## src/rtl/gridworld_pkg.sv

```systemverilog
// Shared gridworld types and constants used by the episode scheduler and the reward datapath.
package gridworld_pkg;

  typedef logic [5:0]  cell_t;
  typedef logic [15:0] eps_t;

  typedef enum logic [2:0] {
    S_IDLE,
    S_INIT,
    S_STEP,
    S_EVAL,
    S_ENDEP,
    S_DONE,
    S_FAIL
  } state_t;

  localparam cell_t       START_STATE  = 6'd1;
  localparam cell_t       GOAL_STATE   = 6'd25;
  localparam logic [25:0] HOLE_MASK    = 26'h05A_41A0;
  localparam logic [4:0]  MAX_STEPS    = 5'd15;
  localparam logic [9:0]  MAX_EPISODES = 10'd256;
  localparam logic [3:0]  CONV_GOALS   = 4'd8;
  localparam eps_t        EPS_INIT     = 16'hF000;
  localparam eps_t        EPS_MIN      = 16'h0100;
  localparam int unsigned EPS_SHIFT    = 4;

  // Cells beyond the grid are off the map and count as holes.
  function automatic logic is_hole(input cell_t c);
    logic h;
    h = 1'b1;
    if (c <= GOAL_STATE) h = HOLE_MASK[c[4:0]];
    return h;
  endfunction

endpackage

```

## src/rtl/episode_scheduler_if.sv

```systemverilog
// Run-control and agent handshake bundle between the scheduler and its environment.
interface episode_scheduler_if;
  import gridworld_pkg::*;

  logic       run;
  logic       step_done;
  cell_t      next_state;
  logic       agent_start;
  logic       agent_en;
  cell_t      current_st;
  eps_t       epsilon;
  logic [9:0] episode;
  logic [4:0] step_cnt;
  logic [9:0] goal_cnt;
  logic       print;
  logic       busy;
  logic       finish;
  logic       fail;

  modport master (
    output run, step_done, next_state,
    input  agent_start, agent_en, current_st, epsilon, episode,
           step_cnt, goal_cnt, print, busy, finish, fail
  );

  modport slave (
    input  run, step_done, next_state,
    output agent_start, agent_en, current_st, epsilon, episode,
           step_cnt, goal_cnt, print, busy, finish, fail
  );

endinterface

```

## src/rtl/episode_scheduler_eps_decay.sv

```systemverilog
// Epsilon decay: subtract eps>>EPS_SHIFT and clamp at the floor.
module eps_decay
  import gridworld_pkg::*;
(
  input  eps_t eps_in,
  input  eps_t min,
  output eps_t eps_out
);

  eps_t diff;

  always_comb begin
    diff    = eps_in - (eps_in >> EPS_SHIFT);
    eps_out = (diff < min) ? min : diff;
  end

endmodule

```

## src/rtl/episode_scheduler.sv

```systemverilog
// Episode sequencer: launches episodes, steps the agent, detects goal/hole/timeout,
// decays epsilon per episode and stops on convergence or budget exhaustion.
module episode_scheduler
  import gridworld_pkg::*;
(
  input  logic               clk,
  input  logic               enb,
  episode_scheduler_if.slave bus
);

  state_t     state_q, state_d;
  cell_t      cur_q, cur_d;
  logic [4:0] step_q, step_d;
  logic [9:0] episode_q, episode_d;
  logic [9:0] goal_q, goal_d;
  logic [3:0] consec_q, consec_d;
  eps_t       eps_q, eps_d, eps_dec;
  logic       finish_q, finish_d;
  logic       fail_q, fail_d;

  eps_decay u_eps_decay (
    .eps_in  (eps_q),
    .min     (EPS_MIN),
    .eps_out (eps_dec)
  );

  always_ff @(posedge clk) begin
    if (enb) begin
      state_q   <= S_IDLE;
      cur_q     <= START_STATE;
      step_q    <= '0;
      episode_q <= '0;
      goal_q    <= '0;
      consec_q  <= '0;
      eps_q     <= EPS_INIT;
      finish_q  <= 1'b0;
      fail_q    <= 1'b0;
    end else begin
      state_q   <= state_d;
      cur_q     <= cur_d;
      step_q    <= step_d;
      episode_q <= episode_d;
      goal_q    <= goal_d;
      consec_q  <= consec_d;
      eps_q     <= eps_d;
      finish_q  <= finish_d;
      fail_q    <= fail_d;
    end
  end

  always_comb begin
    state_d   = state_q;
    cur_d     = cur_q;
    step_d    = step_q;
    episode_d = episode_q;
    goal_d    = goal_q;
    consec_d  = consec_q;
    eps_d     = eps_q;
    finish_d  = finish_q;
    fail_d    = fail_q;
    case (state_q)
      S_IDLE: begin
        if (bus.run) begin
          state_d   = S_INIT;
          episode_d = '0;
          goal_d    = '0;
          consec_d  = '0;
          eps_d     = EPS_INIT;
          finish_d  = 1'b0;
          fail_d    = 1'b0;
        end
      end
      S_INIT: begin
        cur_d     = START_STATE;
        step_d    = '0;
        episode_d = episode_q + 10'd1;
        state_d   = S_STEP;
      end
      S_STEP: begin
        if (bus.step_done) begin
          cur_d   = bus.next_state;
          step_d  = step_q + 5'd1;
          state_d = S_EVAL;
        end
      end
      S_EVAL: begin
        // Goal beats hole beats timeout; cur_q/step_q already hold this step's result.
        if (cur_q == GOAL_STATE) begin
          goal_d   = (goal_q == 10'h3FF) ? goal_q : goal_q + 10'd1;
          consec_d = consec_q + 4'd1;
          state_d  = S_ENDEP;
        end else if (is_hole(cur_q) || step_q == MAX_STEPS) begin
          consec_d = '0;
          state_d  = S_ENDEP;
        end else begin
          state_d  = S_STEP;
        end
      end
      S_ENDEP: begin
        eps_d = eps_dec;
        if (consec_q == CONV_GOALS) begin
          state_d  = S_DONE;
          finish_d = 1'b1;
        end else if (episode_q == MAX_EPISODES) begin
          state_d = S_FAIL;
          fail_d  = 1'b1;
        end else begin
          state_d = S_INIT;
        end
      end
      S_DONE, S_FAIL: begin
        // Wait for run to drop so a held run cannot relaunch immediately.
        if (!bus.run) state_d = S_IDLE;
      end
      default: state_d = S_IDLE;
    endcase
  end

  assign bus.agent_start = (state_q == S_INIT);
  assign bus.agent_en    = (state_q == S_STEP);
  assign bus.print       = (state_q == S_STEP) || (state_q == S_EVAL);
  assign bus.busy        = (state_q != S_IDLE) && (state_q != S_DONE) && (state_q != S_FAIL);
  assign bus.current_st  = cur_q;
  assign bus.epsilon     = eps_q;
  assign bus.episode     = episode_q;
  assign bus.step_cnt    = step_q;
  assign bus.goal_cnt    = goal_q;
  assign bus.finish      = finish_q;
  assign bus.fail        = fail_q;

endmodule

```

## src/flat_wrapper.sv

```systemverilog
// flat-port wrapper written by rule: the top's interface ports become plain ports
module episode_scheduler_flat import gridworld_pkg::*;
  (clk, enb, bus_run, bus_step_done, bus_next_state, bus_agent_start, bus_agent_en, bus_current_st, bus_epsilon, bus_episode, bus_step_cnt, bus_goal_cnt, bus_print, bus_busy, bus_finish, bus_fail);
  episode_scheduler_if bus_i ();
  input  logic clk;
  input  logic enb;
  input wire logic [$bits(bus_i.run)-1:0] bus_run;
  input wire logic [$bits(bus_i.step_done)-1:0] bus_step_done;
  input wire logic [$bits(bus_i.next_state)-1:0] bus_next_state;
  output wire logic [$bits(bus_i.agent_start)-1:0] bus_agent_start;
  output wire logic [$bits(bus_i.agent_en)-1:0] bus_agent_en;
  output wire logic [$bits(bus_i.current_st)-1:0] bus_current_st;
  output wire logic [$bits(bus_i.epsilon)-1:0] bus_epsilon;
  output wire logic [$bits(bus_i.episode)-1:0] bus_episode;
  output wire logic [$bits(bus_i.step_cnt)-1:0] bus_step_cnt;
  output wire logic [$bits(bus_i.goal_cnt)-1:0] bus_goal_cnt;
  output wire logic [$bits(bus_i.print)-1:0] bus_print;
  output wire logic [$bits(bus_i.busy)-1:0] bus_busy;
  output wire logic [$bits(bus_i.finish)-1:0] bus_finish;
  output wire logic [$bits(bus_i.fail)-1:0] bus_fail;
  assign bus_i.run = bus_run;
  assign bus_i.step_done = bus_step_done;
  assign bus_i.next_state = bus_next_state;
  assign bus_agent_start = bus_i.agent_start;
  assign bus_agent_en = bus_i.agent_en;
  assign bus_current_st = bus_i.current_st;
  assign bus_epsilon = bus_i.epsilon;
  assign bus_episode = bus_i.episode;
  assign bus_step_cnt = bus_i.step_cnt;
  assign bus_goal_cnt = bus_i.goal_cnt;
  assign bus_print = bus_i.print;
  assign bus_busy = bus_i.busy;
  assign bus_finish = bus_i.finish;
  assign bus_fail = bus_i.fail;
  episode_scheduler u_core (.clk(clk), .enb(enb), .bus(bus_i));
endmodule
```

## config.mk

```make
export PLATFORM = sky130hd
export DESIGN_NAME = episode_scheduler_flat
export DESIGN_NICKNAME = d
export VERILOG_FILES = /design/src/rtl/gridworld_pkg.sv /design/src/rtl/episode_scheduler_if.sv /design/src/rtl/episode_scheduler_eps_decay.sv /design/src/rtl/episode_scheduler.sv /design/src/flat_wrapper.sv
export SDC_FILE = /design/constraint.sdc
export NUM_CORES = 1
export LEC_CHECK = 0
export ABC_AREA = 0
export CORE_AREA = 2 2 96 98
export DETAILED_ROUTE_END_ITERATION = 8
export DIE_AREA = 0 0 98 100
export SYNTH_ARGS = -nofsm -noshare
export SYNTH_HDL_FRONTEND = slang
export SYNTH_SLANG_ARGS = --single-unit
```

## constraint.sdc

```tcl
create_clock -name clk -period 6.7 [get_ports clk]
set_input_delay 2.01 -clock clk [delete_from_list [all_inputs] [get_ports clk]]
set_output_delay 2.01 -clock clk [all_outputs]
set_load 0.03 [all_outputs]
```

* Word level (Yosys, flattened, before mapping)
Memories as Yosys holds them, arrays and structs flattened. A register that Yosys moved wholly into a read port is not among the register bits. Index checks and enable logic that the tools add are counted. Widths: inputs -> output; s select.
Word-level totals: register bits after elaboration 56, memory bits (read-only) 32, output and inout bits 53, word-level logic and storage cells 95, memories 1
Memories:
- (name not given) | depth 32, width 1, read ports 1, clocked after memory_dff 1, wr ports 0, line gridworld_pkg.sv:31 | if (c <= GOAL_STATE) h = HOLE_MASK[c[4:0]];
Cells by class: add/subtract/negate cells 5, $lt $le $gt $ge 3, equal/unequal tests 22, multiplexer cells 36, reductions and logical operators 19
Operators by type and width (number):
- $pmux 10 s2 | 2
- $mux 16 | 2
- $pmux 16 s2 | 1
- $mux 10 | 3
- $mux 3 | 7
- $add 10x1->10 const B | 2
- $pmux 3 s6 | 1
- $lt 16x9->1 const B | 1
- $sub 16x12->16 | 1
- $mux 5 | 3
- $mux 4 | 3
- $pmux 6 s2 | 1
- $eq 10x10->1 const B | 1
- $eq 10x9->1 const B | 1
- $ne 2x2->1 const B | 5
- $pmux 5 s2 | 1
- $eq 3x3->1 const B | 3
- $reduce_and 3->1 | 3
- $mux 1 | 8
- $pmux 4 s2 | 1
- $reduce_and 4->1 | 2
- $reduce_bool 2->1 | 4
- $eq 3x2->1 const B | 2
- $eq 6x5->1 const B | 1
- 18 further kinds | 26

* Depth between registers and ports, before layout
Gate-level depths: netlist of run 1.
word-level depth 9, depth in mapped cells 12, depth with buffers taken out 11

* Modules after synthesis
Synthesis of run 1 repeated with hierarchy kept, for this count alone.
Second synthesis, totals: cells, all modules 530, area, all modules 4025.1 sq um
Modules (own cells, without submodules):
- episode_scheduler | times used 1, cells each 353, area each 2803.9 sq um, sequential area each 1141.1 sq um
- eps_decay | times used 1, cells each 177, area each 1221.2 sq um, sequential area each 0.0 sq um

* Worst setup path before layout of run 1
No wires, ideal clock.
path kind register to output, start point register u_core.state_q[2], end point output bus_agent_start, arrival time 1.581 ns, setup slack 3.109 ns, cell stages (with the launch flop) 6, buffers on the path 3, cell sequence dfxtp_1 > clkbuf_1 > or3b_2 > clkbuf_1 > inv_1 > clkbuf_1
Between the ends: cells in the longest elaborated chain, start to end 1
Ends and longest elaborated chain:
- start: declaration | line episode_scheduler.sv:11 | state_t state_q, state_d;
- start signal: assignment | line episode_scheduler.sv:39 | state_q <= state_d;
- $eq 3x1->1 | line episode_scheduler.sv:119 | assign bus.agent_start = (state_q == S_INIT);
- end: declaration | line flat_wrapper.sv:10 | output wire logic [$bits(bus_i.agent_start)-1:0] bus_agent_start;
Every way passes these cells.

* Final worst setup path of run 1
start point register u_core.state_q[0], end point output bus_agent_start
Same word-level chain as after synthesis.

==> impl_metrics.py, run 1 <==
metrics = {
    "floorplan": {
        "rows": 35,
        "die-width_um": 98,
        "core_area_um2": 8890,
        "die_area_um2": 9800,
        "num_io_pins": 63,
        "start_util_pct": 37.6,
        "die_y_um": 100,
    },
    "sta": {
        "hold_violations": 0,
        "fmax_mhz": 223,
        "finalSetupTns_ps": 0,
        "clock_skew_ps": 10.2,
        "fin_crit_sh_pct": 66.9,
        "worstMarginPinSlew_ps": 850,
        "slew_headroom_pct": 42.8,
        "slew_viol_final": 0,
        "rsz0062_at_grt": "false",
        "finalSetupViolations": 0,
        "min_period_ps": 4480,
    },
    "setup_path": {
        "path_cells": "or3b_2 > inv_1 > clkdlybuf4s50_1",
        "rrSetupSlack_ps": 3000,
        "worstRegToRegCells": 11,
        "critPathMaxStageDelay_ps": 740,
        "crit_required_ps": 4690,
        "cp_max_fo": 11,
        "endpoint_kind": "primary output",
        "crit_type": "register to primary output",
        "r2r_start": "u_core.bus.epsilon[0]",
        "start_kind": "register",
        "cp.arrival_ps": 2470,
        "rr_endpoint": "u_core.bus.epsilon[1]",
        "startpoint": "u_core.state_q[0]",
        "critPathCapture": "bus_agent_start",
        "worst_path_max_delay_cell": "clkdlybuf4s50_1",
    },
    "clock_network": {
        "insertion_delay_ps": 330,
        "htreeDepth": 3,
        "cts-resized-gates": 0,
        "cts-hold-fix-buffers": 0,
        "path_clk_slew_ps": 60,
        "cts-root-buf": "clkbuf_8",
        "cts_inserted_buffers": 9,
        "clock-sinks": 57,
        "postCtsSetupBuffers": 0,
        "cts_tree": "yes",
        "cts_buffer_depth": 2,
    },
    "grt": {
        "antenna_found_initial": 0,
        "grt_max_degree": 45,
        "grt_pass1_wl_um": 13500,
        "grt_usage_pct": 16.8,
        "overflow": 0,
        "first_global_vias": 2859,
    },
    "detailed_routing": {
        "postRouteAntennaNets": 0,
        "routed-wl-met2_um": 3660,
        "wl_met3_um": 370,
        "wirelength_um": 7980,
        "met1_length_um": 3890,
        "via_per_inst": 5.29,
        "dr.pass1.iters": 4,
        "first_iter_violations": 121,
        "avgRoutedWirePerCell_um": 13.6,
        "drcViolationCount": 0,
        "num_vias": 3095,
        "dr.max_layer_used": "met4",
    },
    "final_layout": {
        "design_area_um2": 4230,
        "nFillCells": 887,
        "num_antenna_cells": 0,
        "final_util_pct": 47.6,
        "nets": 500,
        "drive_above_1_share_pct": 5.06,
        "syn_to_final_growth_pct": 26.4,
    },
    "pwr": {
        "peakVddDrop_v": 0.0000891,
        "seq_power_share_pct": 45.4,
        "p_comb_share_pct": 11.1,
        "power.density_nw_per_um2": 183,
        "swShare_pct": 25.3,
        "pwr-share-clk_pct": 43.5,
        "p_leak_nw": 1.60,
        "p_int_mw": 0.578,
        "finalPower_mw": 0.774,
        "p_sw_mw": 0.196,
    },
    "placed_design": {
        "dpl-instance-area_um2": 4020,
        "gp_congestion": 0.842,
        "dp_hpwl_um": 5780,
        "io_buffers": 62,
    },
    "synthesis": {
        "yosysUniqueCellTypes": 57,
        "synth_edf_count": 0,
        "syn_nets": 441,
        "yosys_warnings": 0,
        "syn_area_per_cell_um2": 8.16,
        "synth_top_area_share_pct": 34.1,
        "synth_top_cell_by_area": "dfxtp_1",
        "synth_area_leaders": "dfxtp_1, ha_1, a21oi_1",
        "synth-seq-cells": 57,
        "synth-async-reset-ratio_pct": 0,
        "synth_seq_area_share_pct": 34.1,
        "syn-cell-area_um2": 3350,
        "synth_cells": 410,
        "yosysMostFrequentCell": "dfxtp_1",
        "synth_common_cells": "dfxtp_1, nor2_1, a21oi_1, nand2_1",
        "synth_ff_type": "dfxtp_1",
    },
    "min_path": {
        "hold_class": "register to register",
    },
    "outcome": {
        "status": "finished clean",
    },
    "run": {
        "cap_violations": 0,
    },
}
[power by group through the flow]
stage | combinational [mW] | clock (mW) | sequential [mW]
floorplan | 0.0562 | 0 | 0.359
global placement | 0.0867 | 0 | 0.358
detailed placement | 0.0867 | 0 | 0.359
CTS | 0.0874 | 0.346 | 0.351
global route | 0.0949 | 0.368 | 0.352
finish | 0.0861 | 0.336 | 0.351
[cells in the final DEF, fill, tap and decap left out, types with 5 or more instances in the layout]
cell type	n
clkdlybuf4s50_1	62
dfxtp_1	57
nor2_1	54
a21oi_1	42
nand2_1	26
inv_1	23
nand3_1	23
ha_1	20
xor2_1	13
xnor2_1	12
nand2b_1	12
clkbuf_8	12
nor3_1	11
o21ai_0	9
a32o_1	8
and3_1	7
a22oi_1	7
mux2i_1	5
[how the worst min path moves through the flow]
| stage | from | endpoint | slack (ps) | cells after the start |
|---|---|---|---|---|
| after floorplan | u_core.consec_q[3] | u_core.consec_q[3] | 450 | 2 |
| after global placement | u_core.consec_q[3] | u_core.consec_q[3] | 480 | 2 |
| after detailed placement | u_core.consec_q[3] | u_core.consec_q[3] | 480 | 2 |
| after CTS | u_core.consec_q[3] | u_core.consec_q[3] | 490 | 2 |
| after global routing | u_core.bus.current_st[5] | u_core.bus.current_st[5] | 520 | 2 |
| final | u_core.bus.epsilon[0] | u_core.bus.epsilon[0] | 490 | 1 |
[critical path, delay by kind of cell (launching register included)]
kind                   cells  cell delay, ps
AND/OR/NAND/NOR            1             560
flip-flops                 1             560
buffers and inverters      2            1030
[state kept, by name (all words and copies together) (netlist names), named ones only]
register,flops
u_core.consec_q,4
u_core.bus.goal_cnt,10
u_core.bus.fail,1
u_core.bus.finish,1
u_core.bus.current_st,6
u_core.bus.episode,10
u_core.bus.step_cnt,5
u_core.bus.epsilon,16
u_core.state_q,3
[cell type report]
type	count	area, um^2	area share (%)
clock buffers	14	173	4.08
clock inverters	2	35.0	0.828
inverters	23	86.3	2.04
multi-input cells	314	2020	47.8
flip-flops and latches	57	1140	27.0
well taps	111	139	3.28
repair buffers	64	636	15.0
[cell families (layout without fill, tap and decap cells)]
logic type	Yosys count	after routing	synth area share, %
simple gates	169	169	25.8
compound gates	94	94	18.4
flops	57	57	34.1
buf+inv	39	103	5.53
xor+xnor	25	25	6.54
fa+ha+maj	21	21	8.08
mux	5	5	1.50
[layer usage]
layer  GRT usage [%]  up-vias
met2            26.9       71
met5               0        -
met3            3.41        4
met1            22.3     1449
li1                -     1571
met4            6.52        0
[stage by stage]
stage	instances	setup slack (ps)	hold WS (ps)
after floorplan	410	3110	454
after global placement	569	2600	478
after detailed placement	569	2550	479
after CTS	585	2200	492
after global routing	585	2060	520
final	585	2220	491
Power figures use the tool's default switching activity.
==> inputs of run 2 (changes only) <==
==> constraint.sdc (replaced) <==
create_clock -name clk -period 3.8 [get_ports clk]
set_input_delay 1.14 -clock clk [delete_from_list [all_inputs] [get_ports clk]]
set_output_delay 1.14 -clock clk [all_outputs]
set_load 0.03 [all_outputs]
==> run 2 against run 1 <==
- setup slack worse by 1900 ps
- wire length is 2.0% higher
- total power grew 90%
- utilization up 1.1 points
- via count is 0.87% higher
- hold slack gained 2.1 ps
- combinational power up 93%
- sequential power is 75% higher
- global-route usage grew 0.33 points
- register-to-register slack got worse by 2700 ps
- critical path depth increased by 8
- final cell count is 1.5% higher
- critical path type is now register to register
- largest cell class unchanged
==> impl_metrics.py, run 2 (synthesis results as in run 1) <==
metrics = {
    "placed_design": {
        "dpl-instance-area_um2": 4090,
        "dp_worst_setup_slack_ps": 199,
        "gp_congestion": 0.888,
        "placedCellCount": 578,
        "dp_hpwl_um": 6070,
        "io_buffers": 62,
    },
    "outcome": {
        "status": "finished clean",
    },
    "detailed_routing": {
        "met1_length_um": 4020,
        "via_per_inst": 5.26,
        "routed-wl-met2_um": 3790,
        "dr.pass1.iters": 4,
        "avgRoutedWirePerCell_um": 13.7,
        "drcViolationCount": 0,
        "postRouteAntennaNets": 0,
        "first_iter_violations": 117,
        "wl_met3_um": 269,
        "wirelength_um": 8140,
        "num_vias": 3122,
        "dr.max_layer_used": "met4",
    },
    "setup_path": {
        "cp.arrival_ps": 3710,
        "crit_type": "register to register",
        "worstRegToRegCells": 11,
        "rrSetupSlack_ps": 310,
        "endpoint_kind": "register",
        "start_kind": "register",
        "rr_endpoint": "u_core.bus.epsilon[1]",
        "r2r_start": "u_core.bus.epsilon[0]",
        "cp_max_fo": 9,
        "startpoint": "u_core.bus.epsilon[0]",
        "crit_required_ps": 4020,
    },
    "pwr": {
        "p_leak_nw": 1.66,
        "power.density_nw_per_um2": 339,
        "peakVddDrop_v": 0.000217,
    },
    "sta": {
        "fin_crit_sh_pct": 91.9,
        "slew_headroom_pct": 60.0,
        "hold_violations": 0,
        "finalSetupViolations": 0,
        "slew_viol_final": 0,
        "worstMarginPinSlew_ps": 598,
        "fmax_mhz": 286,
        "rsz0062_at_grt": "false",
        "finalSetupTns_ps": 0,
        "min_period_ps": 3490,
        "worst_slack_ps": 307,
        "clock_skew_ps": 13.2,
    },
    "floorplan": {
        "start_util_pct": 37.6,
        "rows": 35,
        "die_y_um": 100,
        "num_io_pins": 63,
        "die-width_um": 98,
        "core_area_um2": 8890,
        "die_area_um2": 9800,
    },
    "clock_network": {
        "cts_inserted_buffers": 9,
        "cts_buffer_depth": 2,
        "insertion_delay_ps": 330,
        "htreeDepth": 3,
        "path_clk_slew_ps": 60,
        "postCtsSetupBuffers": 0,
        "cts_tree": "yes",
        "cts-root-buf": "clkbuf_8",
        "clock-sinks": 57,
    },
    "grt": {
        "first_global_vias": 2862,
        "antenna_found_initial": 0,
        "overflow": 0,
        "grt_max_degree": 20,
        "grt_usage_pct": 17.1,
        "grt_pass1_wl_um": 13800,
    },
    "final_layout": {
        "nets": 509,
        "design_area_um2": 4330,
        "stdcell_count": 594,
        "largest_reg_flops": 16,
        "num_antenna_cells": 0,
        "final_util_pct": 48.7,
        "drive_above_1_share_pct": 7.04,
        "syn_to_final_growth_pct": 29.4,
        "final_common_cell": "clkdlybuf4s50_1",
        "final_cell_mix": "clkdlybuf4s50_1, dfxtp_1, nor2_1",
    },
    "min_path": {
        "hold_class": "register to register",
        "min_path_cells": 2,
        "holdPathEnd": "u_core.consec_q[3]",
        "hold_start": "u_core.consec_q[3]",
    },
    "run": {
        "cap_violations": 0,
    },
}
-- run 2: cell count changes in the layout (fill, tap and decap cells not counted), sizes merged --
| cell | before | now |
|---|---|---|
| clkbuf | 14 | 11 |
| buf | 2 | 11 |
| clkinv | 1 | 2 |
| bufinv | 1 | 3 |
-- run 2: metal layers --
metal | global-route usage (%) | vias to the layer above
met1 | 22.9 | 1461
met5 | 0 | -
met4 | 5.24 | 0
met2 | 27.4 | 60
met3 | 4.18 | 6
li1 | - | 1595
-- run 2: timing repair --
| action | 4_1_cts | 5_1_grt |
|---|---|---|
| resized for setup | 0 | 1 |
| hold buffers | 0 | 0 |
| endpoints found under the setup margin | 0 | 9 |
-- run 2: metrics by stage --
| step | hold WS, ps | power, mW |
|---|---|---|
| final | 493 | 1.47 |
| after global routing | 503 | 1.53 |
| after CTS | 491 | 1.48 |
| after detailed placement | 480 | 0.795 |
| after global placement | 474 | 0.794 |
| after floorplan | 454 | 0.732 |
-- run 2: final cells by class --
type	instances	area [um^2]
Tap cell	111	139
Fill cell	862	4560
Clock inverter	5	104
Inverter	23	86.3
Clock buffer	11	131
Multi-Input combinational cell	314	2020
Sequential cell	57	1140
Timing Repair Buffer	73	703
-- run 2: report_power, final --
part           switching, mW  internal (mW)  leakage (nW)
clock network          0.248          0.436         0.118
registers             0.0106          0.605         0.460
logic                  0.102         0.0643          1.08
total                  0.361           1.11          1.66
-- run 2: worst max path at each step --
stage	end	slack (ps)	cells after the start
finish	u_core.bus.epsilon[1]	310	11
global route	u_core.bus.epsilon[8]	100	11
CTS	u_core.bus.epsilon[1]	180	11
detailed placement	u_core.bus.epsilon[1]	200	11
global placement	u_core.bus.epsilon[0]	280	11
floorplan	u_core.bus.epsilon[0]	300	12
-- run 2: critical path, cell delays in order, from the launching register on --
cell,delay [ps]
dfxtp_1,360
inv_1,50
ha_1,210
fa_1,390
nand2b_1,180
a21oi_1,190
o21ai_1,200
a2111o_1,400
a21oi_1,110
or4b_1,440
or4_4,580
a32o_1,280
==> inputs of run 3 (changes only) <==
--- a/config.mk
+++ b/config.mk
@@ -9,6 +9,7 @@
 export CORE_AREA = 2 2 96 98
 export DETAILED_ROUTE_END_ITERATION = 8
 export DIE_AREA = 0 0 98 100
+export SETUP_SLACK_MARGIN = 0.15
 export SYNTH_ARGS = -nofsm -noshare
 export SYNTH_HDL_FRONTEND = slang
 export SYNTH_SLANG_ARGS = --single-unit
==> run 3 against run 2 <==
- utilization increased by 0.084 points
- register-to-register slack improved by 100 ps
- hold slack about the same
- combinational power about the same
- highest routed layer unchanged
- global-route usage unchanged
- largest power group unchanged
- total power about the same
- non-clock buffer count unchanged
- critical path depth decreased by 8
- maximum frequency increased by 3.0%
- clock-buffer cell count unchanged
- via count decreased by 0.16%
==> impl_metrics.py, run 3 (synthesis results as in run 1) <==
metrics = {
    "setup_path": {
        "endpoint_kind": "primary output",
        "crit_type": "register to primary output",
        "crit_required_ps": 2660,
        "cp_max_fo": 11,
        "start_kind": "register",
        "cp.arrival_ps": 2250,
    },
    "clock_network": {
        "cts-root-buf": "clkbuf_8",
        "cts_inserted_buffers": 9,
        "cts-hold-fix-buffers": 0,
        "clock-sinks": 57,
        "cts_buffer_depth": 2,
        "postCtsSetupBuffers": 0,
        "cts_tree": "yes",
        "path_clk_slew_ps": 60,
        "insertion_delay_ps": 330,
        "htreeDepth": 3,
    },
    "sta": {
        "worstMarginPinSlew_ps": 604,
        "clock_skew_ps": 13.4,
        "worst_slack_ps": 407,
        "slew_headroom_pct": 59.6,
        "fmax_mhz": 295,
        "finalSetupViolations": 0,
        "min_period_ps": 3390,
        "rsz0062_at_grt": "false",
        "hold_violations": 0,
        "fin_crit_sh_pct": 89.3,
        "finalSetupTns_ps": 0,
        "slew_viol_final": 0,
    },
    "pwr": {
        "swShare_pct": 24.6,
        "p_sw_mw": 0.360,
        "peakVddDrop_v": 0.000217,
        "p_leak_nw": 1.66,
        "power.density_nw_per_um2": 338,
        "pwr-share-clk_pct": 46.7,
        "seq_power_share_pct": 42.0,
        "p_int_mw": 1.11,
        "p_comb_share_pct": 11.3,
    },
    "grt": {
        "antenna_found_initial": 0,
        "grt_max_degree": 20,
        "overflow": 0,
        "grt_usage_pct": 17.1,
        "grt_pass1_wl_um": 13800,
        "first_global_vias": 2862,
    },
    "final_layout": {
        "seq_area_um2": 1140,
        "final_common_cell": "clkdlybuf4s50_1",
        "nets": 509,
        "design_area_um2": 4340,
        "final_cell_mix": "clkdlybuf4s50_1, dfxtp_1, nor2_1",
        "num_antenna_cells": 0,
        "multi_input_area_um2": 2030,
        "syn_to_final_growth_pct": 29.6,
        "nFillCells": 864,
        "largest_reg_flops": 16,
        "drive_above_1_share_pct": 7.45,
    },
    "detailed_routing": {
        "dr.max_layer_used": "met4",
        "wl_met3_um": 248,
        "avgRoutedWirePerCell_um": 13.7,
        "routed-wl-met2_um": 3830,
        "dr.pass1.iters": 4,
        "drcViolationCount": 0,
        "met1_length_um": 4020,
        "num_vias": 3117,
        "first_iter_violations": 92,
        "via_per_inst": 5.25,
        "postRouteAntennaNets": 0,
        "wirelength_um": 8170,
    },
    "floorplan": {
        "die_y_um": 100,
        "start_util_pct": 37.6,
        "rows": 35,
        "core_area_um2": 8890,
        "die_area_um2": 9800,
        "die-width_um": 98,
        "num_io_pins": 63,
    },
    "min_path": {
        "hold_class": "register to register",
    },
    "placed_design": {
        "gp_congestion": 0.888,
        "dp_worst_setup_slack_ps": 199,
        "dpl-instance-area_um2": 4090,
        "io_buffers": 62,
        "dp_hpwl_um": 6070,
    },
    "outcome": {
        "status": "finished clean",
    },
    "run": {
        "cap_violations": 0,
    },
}
run 3: worst max-delay path, cell delays in order (launching register included):
cell and delay (ps):
dfxtp_1 570, or3b_2 580, inv_1 110, clkdlybuf4s50_1 680
run 3: path summary, 6_finish.rpt:
check	from	endpoint	slack (ps)	depth (start not counted)
setup / recovery	u_core.state_q[0]	bus_agent_start	410	3
hold / removal	u_core.consec_q[3]	u_core.consec_q[3]	490	2
setup reg to reg	u_core.bus.epsilon[0]	u_core.bus.epsilon[1]	410	11
hold reg to reg	u_core.consec_q[3]	u_core.consec_q[3]	490	2
run 3: repair_timing:
action / 4_1_cts / 5_1_grt
endpoints found under the setup margin: 0 / 9
resized for setup: 0 / 3
hold endpoints to repair: 0 / 0
run 3: per-layer routing:
metal	global-route usage, %	vias up
met2	27.4	58
li1	-	1596
met3	4.18	6
met5	0	-
met4	5.24	0
met1	22.9	1457
run 3: through the flow:
step	hold WS (ps)	cells	total power, mW	utilization (%)
2_1_floorplan	454	410	0.732	-
3_3_place_gp	474	578	0.794	46.0
3_5_place_dp	480	578	0.795	46.0
4_1_cts	491	594	1.48	48.6
5_1_grt	503	594	1.53	48.8
6_report	494	594	1.47	48.8
run 3: power groups by stage:
stage	combinational (mW)	clock [mW]	sequential (mW)
floorplan	0.0991	0	0.633
global placement	0.166	0	0.629
detailed placement	0.166	0	0.629
CTS	0.167	0.702	0.615
global route	0.184	0.730	0.617
finish	0.166	0.684	0.615
run 3: layout make-up:
type | count | share of cell area [%]
multi-input cells | 314 | 46.8
flip-flops and latches | 57 | 26.3
repair buffers | 73 | 16.2
well taps | 111 | 3.20
clock buffers | 11 | 3.03
clock inverters | 5 | 2.40
inverters | 23 | 1.99
